--- config.mk ---
export PLATFORM = sky130hd
export DESIGN_NAME = gcd_controller
export DESIGN_NICKNAME = d
export VERILOG_FILES = /design/src/rtl/gcd_pkg.sv /design/src/rtl/gcd_controller.sv
export SDC_FILE = /design/constraint.sdc
export NUM_CORES = 1
export LEC_CHECK = 0
export ABC_AREA = 0
export BUFFER_PORTS_ARGS = -buffer_cell sky130_fd_sc_hd__buf_2
export CAP_MARGIN = 20
export CELL_PAD_IN_SITES_DETAIL_PLACEMENT = 1
export CELL_PAD_IN_SITES_GLOBAL_PLACEMENT = 2
export CORE_MARGIN = 2
export CORE_UTILIZATION = 23
export DETAILED_ROUTE_END_ITERATION = 16
export PLACE_DENSITY_LB_ADDON = 0.1
export SLEW_MARGIN = 20
export SYNTH_ARGS = -nofsm -noshare
export SYNTH_HDL_FRONTEND = slang
export SYNTH_SLANG_ARGS = --single-unit
--- constraint.sdc ---
create_clock -name clk_i -period 1.6 [get_ports clk_i]
set_clock_uncertainty 0.2 [all_clocks]
set_input_delay 0.16 -clock clk_i [delete_from_list [all_inputs] [get_ports clk_i]]
set_output_delay 0.16 -clock clk_i [all_outputs]
set_load 0.05 [all_outputs]
--- src/rtl/gcd_pkg.sv ---
// Shared definitions for the subtraction-based GCD controller and its datapath.
package gcd_pkg;

  // Default datapath operand width.
  localparam int GCD_DATA_BITS = 4;

  // Controller states.
  typedef enum logic [1:0] {
    IDLE = 2'd0,
    RUN  = 2'd1,
    DONE = 2'd2
  } gcd_state_e;

  // Width of a counter that must hold 0..max_iter inclusive.
  function automatic int iter_width(input int max_iter);
    return $clog2(max_iter + 1);
  endfunction

endpackage

--- src/rtl/gcd_controller.sv ---
// Control FSM for the subtraction-based GCD datapath. It loads the operands on
// an accepted start and then steps compare/subtract, one subtraction per
// cycle, until the operands are equal. It then latches the result and holds
// done until ack. An iteration guard aborts the runs that would never
// terminate, such as those with a zero operand.
module gcd_controller
  import gcd_pkg::*;
#(
  parameter  int DATA_BITS = GCD_DATA_BITS,
  parameter  int MAX_ITER  = 2 ** DATA_BITS,
  localparam int IW        = iter_width(MAX_ITER)
) (
  input  logic          clk_i,
  input  logic          rst_i,
  input  logic          start_i,
  input  logic          ack_i,
  input  logic          xbig_i,
  input  logic          ybig_i,
  input  logic          eq_i,
  output logic          sx_o,
  output logic          sy_o,
  output logic          ssub_o,
  output logic          enx_o,
  output logic          eny_o,
  output logic          enobeb_o,
  output logic          ready_o,
  output logic          done_o,
  output logic          err_o,
  output logic [IW-1:0] iter_o
);

  localparam logic [IW-1:0] ITER_LIMIT = IW'(MAX_ITER);

  gcd_state_e    state_q;
  logic [IW-1:0] iter_q;
  logic          err_q;
  logic          at_limit;
  logic          abort;

  // The abort path is taken on an exhausted budget, or when no flag is set
  // (an illegal flag combination that would otherwise stall in RUN).
  assign at_limit = (iter_q == ITER_LIMIT);
  assign abort    = at_limit || !(xbig_i || ybig_i);

  // State, iteration counter and error flag.
  // NOTE: sequential state uses non-blocking assignments so every register
  // samples the pre-edge values, independent of statement order.
  always_ff @(posedge clk_i or posedge rst_i) begin
    if (rst_i) begin
      state_q <= IDLE;
      iter_q  <= '0;
      err_q   <= 1'b0;
    end else begin
      case (state_q)
        IDLE: begin
          if (start_i) begin
            state_q <= RUN;
            iter_q  <= '0;
            err_q   <= 1'b0;
          end
        end
        RUN: begin
          if (eq_i) begin
            state_q <= DONE;
            err_q   <= 1'b0;
          end else if (abort) begin
            state_q <= DONE;
            err_q   <= 1'b1;
          end else if (!at_limit) begin
            // Saturating: the abort branch catches the limit before any wrap.
            iter_q <= iter_q + 1'b1;
          end
        end
        DONE: begin
          if (ack_i) begin
            state_q <= IDLE;
          end
        end
        default: state_q <= IDLE;
      endcase
    end
  end

  // Mealy datapath controls from state, flags and counter.
  // NOTE: every output gets a default before the case, so no path leaves a
  // signal unassigned and no latch is inferred.
  always_comb begin
    sx_o     = 1'b0;
    sy_o     = 1'b0;
    ssub_o   = 1'b0;
    enx_o    = 1'b0;
    eny_o    = 1'b0;
    enobeb_o = 1'b0;
    case (state_q)
      IDLE: begin
        if (start_i) begin
          // sx/sy = 0 selects the external operands.
          enx_o = 1'b1;
          eny_o = 1'b1;
        end
      end
      RUN: begin
        if (eq_i) begin
          enobeb_o = 1'b1;
        end else if (!abort) begin
          if (xbig_i) begin
            sx_o  = 1'b1;
            enx_o = 1'b1;
          end else begin
            sy_o   = 1'b1;
            eny_o  = 1'b1;
            ssub_o = 1'b1;
          end
        end
      end
      default: ;
    endcase
  end

  assign ready_o = (state_q == IDLE);
  assign done_o  = (state_q == DONE);
  assign err_o   = err_q;
  assign iter_o  = iter_q;

endmodule
**Yosys cells after proc, flatten, opt, wreduce, memory -nomap -nowiden**

Cells that the tools add are included.

- Flip-flop bits (word level): 8
- Word-level logic and storage cells: 48

- Add/sub/neg operators: 1
- Equal/unequal tests: 9
- Mux-type cells: 27
- Reduce and logical (&&, ||, !) cells: 8

Operators with widths:

| operator | count |
|---|---|
| $mux W5 | 4 |
| $mux W1 | 14 |
| $ne A2 B2 Y1 const B | 5 |
| $pmux W5 S2 | 1 |
| $mux W2 | 4 |
| $pmux W1 S2 | 3 |
| $pmux W2 S3 | 1 |
| $reduce_and A3 Y1 | 2 |
| $add A5 B1 Y5 const B | 1 |
| $eq A5 B5 Y1 const B | 1 |
| $reduce_and A5 Y1 | 1 |
| $ne A3 B3 Y1 const B | 1 |
| $eq A2 B1 Y1 const B | 1 |
| $eq A2 B2 Y1 const B | 1 |
| $logic_not A2 Y1 | 1 |
| $logic_or A1 B1 Y1 | 2 |
| $reduce_bool A2 Y1 | 1 |
| $logic_not A1 Y1 | 1 |

**Longest topological paths before layout**

- Depth in word-level cells: 6
- Mapped depth: 7

**Least setup slack after synthesis**

No wires, ideal clock.

- Path kind: flip-flop to output port
- From: register iter_q[0] (netlist: iter_o[0])
- To: output port sy_o
- Arrival: 2.857 ns
- Data required time: 1.240 ns
- Slack: -1.617 ns
- Cell stages (with the launch flop): 8
- Path buffers: 2
- Cell sequence: dfrtp_1 > inv_1 > ha_1 > nand4bb_1 > buf_2 > nand2_1 > nor3_1 > buf_4

- Longest elaborated chain between the ends: 5

RTL lines:

| element | line | text |
|---|---|---|
| from (decl) | gcd_controller.sv:35 | `logic [IW-1:0] iter_q;` |
| from (signal assigned) | gcd_controller.sv:71 | `iter_q <= iter_q + 1'b1;` |
| $eq A5 B5 Y1 | gcd_controller.sv:42 | `assign at_limit = (iter_q == ITER_LIMIT);` |
| $logic_or A1 B1 Y1 | gcd_controller.sv:43 | `assign abort = at_limit \|\| !(xbig_i \|\| ybig_i);` |
| $mux W1 (3 in a row) | -- |  |
| to (decl) | gcd_controller.sv:21 | `output logic sy_o,` |

Every way passes these cells.

**Worst setup path after layout**

- From: register iter_q[1] (netlist: iter_o[1])
- To: output port eny_o

- Longest elaborated chain between the ends: 5

RTL lines:

| element | line | text |
|---|---|---|
| $eq A5 B5 Y1 | gcd_controller.sv:42 |  |
| $logic_or A1 B1 Y1 | gcd_controller.sv:43 |  |
| $mux W1 | gcd_controller.sv:105 | `end else if (!abort) begin` |
| $mux W1 | gcd_controller.sv:103 | `if (eq_i) begin` |
| $pmux W1 S2 | gcd_controller.sv:94 | `case (state_q)` |
| to (decl) | gcd_controller.sv:24 | `output logic eny_o,` |

Every way passes these cells.

==> metrics.txt <==
ANT cells 0; worst path cell trace inv_2 -> ha_4 -> nand4bb_4 -> nand4b_1 -> a21oi_4 -> buf_6; crit-path max cell delay 0.36 ns; Nets 115; syn_nets between 70 and 80; Final Hold Fails 0; clk root buf clkbuf_4; #FFs+latches synth 8; number of global-route vias before repair 630; top cells by area, synth dfrtp_1 35%, nand2_1 6.0%, a41o_1 5.3%; Routed WL 1940 µm; final setup TNS -1.39 ns; # H-tree levels 1; Buffers on Ports 20; slew at the pin with the worst max-slew slack 0.315 ns; Async S/R FF share, synth 1.00; Max Slew Vio Count 0; Post-Syn Area 564 µm²; P_leak 0.461 nW; Sink Count 8; top_reg_cell synth dfrtp_1; commonest cells after routing, fill and taps aside 19 x buf_4, 12 x buf_2, 8 x nand2_1, 6 x buf_6, 5 x inv_1; initial core utilization 0.248; Post-synth EDFFs 0; Slowest-stage cell, CP dfrtp_2; M1 WL 943 µm; leading area contributor after synthesis dfrtp_1; worst-skew pair later-pin latency 0.27 ns; synth unique cells 28; initial antenna violation count 0; chip width 53.5 µm; first-pass GRT wire length 3170 µm; DRC 0; fmax 553 MHz; top-level I/O count 21; initial drt markers 11; clock buffer depth 2; share of layout cells above drive strength 1 0.571; CP delay by family, top flip-flops; dpl hpwl 1460 µm; largest net degree at the start of global routing 11; status finished, violations left; Max-Cap Viols 0; Layout area overhead 76.9%; Vias/cell 4.99; failing checks negative setup slack; Routed met3 length 66 µm; fin crit period around 1.8 ns; peak supply drop 0.913 mV; global placement routability congestion 0.714; std cell rows 17; routed vias 664; critical path class reg2out; Hold Path Class in2reg; CTS tree done; commonest non-fill, non-tap cell in the layout buf_4; max layer used met4; TritonRoute pass-1 iters 4; Worst Path Buf+Inv 2; total die area 2870 µm²; Worst Path Required 1.24 ns; number of nets with antenna violations after routing 0; sequential fraction of the synthesis area 0.355; CP max FO 5; power per standard cell area 1630 nW/µm²; number of CTS-inserted buffers 3; Hold Slack 0.000529 ns; final number of setup-violating endpoints 10; synthesized instance count between 60 and 70; RSZ-0062 raised after global routing yes; crit path capture type primary output; wire per inst around 15 µm; fin worst setup slack -0.207 ns; GR Util All Layers 0.161; Worst EP arrival 1.45 ns; Congestion Overflow GR 0; type of origin of the critical path flip-flop; Avg Inst Size Synth 8.68 µm²; Clk pin slew, worst setup/hold paths 0.06 ns; Final Cycle Share 1.13; WL met2 roughly 900 µm; CORE AREA 2280 µm²; top-area cell type share of the netlist area 0.355; Syn. warnings 0; Max-slew headroom 0.790; die height 53.5 µm
what timing repair did:
item	4_1_cts	5_1_grt
setup buffers	2	1
pin swaps	3	0
hold buffers	2	0
endpoints found under the hold margin	9	0
setup endpoints to repair	14	13
gates resized for setup	19	1
report_power, final:
part / switching (mW) / leakage [nW] / total [mW] / internal, mW
sequential: 0.0558 / 0.100 / 0.312 / 0.257
combinational: 0.724 / 0.346 / 1.14 / 0.420
clock: 0.0779 / 0.0150 / 0.174 / 0.0960
total: 0.858 / 0.461 / 1.63 / 0.773
cells by family (layout without fill, tap and decap cells):
| logic type | count (synthesis) | count (layout) | share of synthesized area |
|---|---|---|---|
| AND/OR/NAND/NOR | 25 | 25 | 0.239 |
| adder cells (fa/ha/maj) | 2 | 2 | 0.0443 |
| flip-flops | 8 | 8 | 0.355 |
| buffers and inverters | 11 | 51 | 0.0909 |
| AO/OA/AOI/OAI | 19 | 19 | 0.271 |
state kept, by name, summed over array words and instances, names as in the netlist:
signal   count
iter_o       5
state_q      2
err_o        1
Yosys cell counts, drive strengths merged, types with 2 or more instances:
library cell / count
nand2: 9
dfrtp: 8
inv: 7
a21oi: 5
buf: 4
nand4: 4
nor2: 4
a41o: 3
ha: 2
nand2b: 2
o311ai: 2
worst min-delay path: stages:
cell and delay (ns):
buf_2 0.08, buf_4 0.11, o32ai_2 0.08
final timing paths:
kind | slack [ns] | end | cells after the start | from
max | -0.21 | eny_o | 6 | iter_o[1]$_DFFE_PP0P_
min | 0.0005 | err_o$_DFFE_PP0P_ | 3 | eq_i
max reg2reg | -0.18 | iter_o[0]$_DFFE_PP0P_ | 7 | iter_o[1]$_DFFE_PP0P_
min reg2reg | 0.31 | err_o$_DFFE_PP0P_ | 2 | err_o$_DFFE_PP0P_
max in group asynchronous | 0.76 | iter_o[2]$_DFFE_PP0P_ | 3 | rst_i
min in group asynchronous | 0.18 | err_o$_DFFE_PP0P_ | 3 | rst_i
through the flow:
stage	instances	power [mW]	util	setup slack (ns)	cell area, µm²
finish	133	1.63	0.439	-0.207	998
global route	133	1.74	0.439	-0.305	998
CTS	132	1.64	0.434	-0.223	987
detailed placement	124	1.34	0.374	-0.203	852
global placement	124	1.33	0.374	-0.169	852
floorplan	65	1.02	-	-0.566	639
cell type report:
type                       instances  area, µm²
clock buffer                       4       26.3
fill                             264       1280
inverter                           7       26.3
tap                               28       35.0
timing repair buffer              40        305
multi-input combinational         46        400
sequential                         8        205
routing by layer:
metal,vias to the layer above,track usage
met3,4,0.0500
met5,-,0
met2,14,0.230
met4,0,0.0769
met1,324,0.220
li1,322,-
Note: power is estimated with default switching activity, not from simulation.
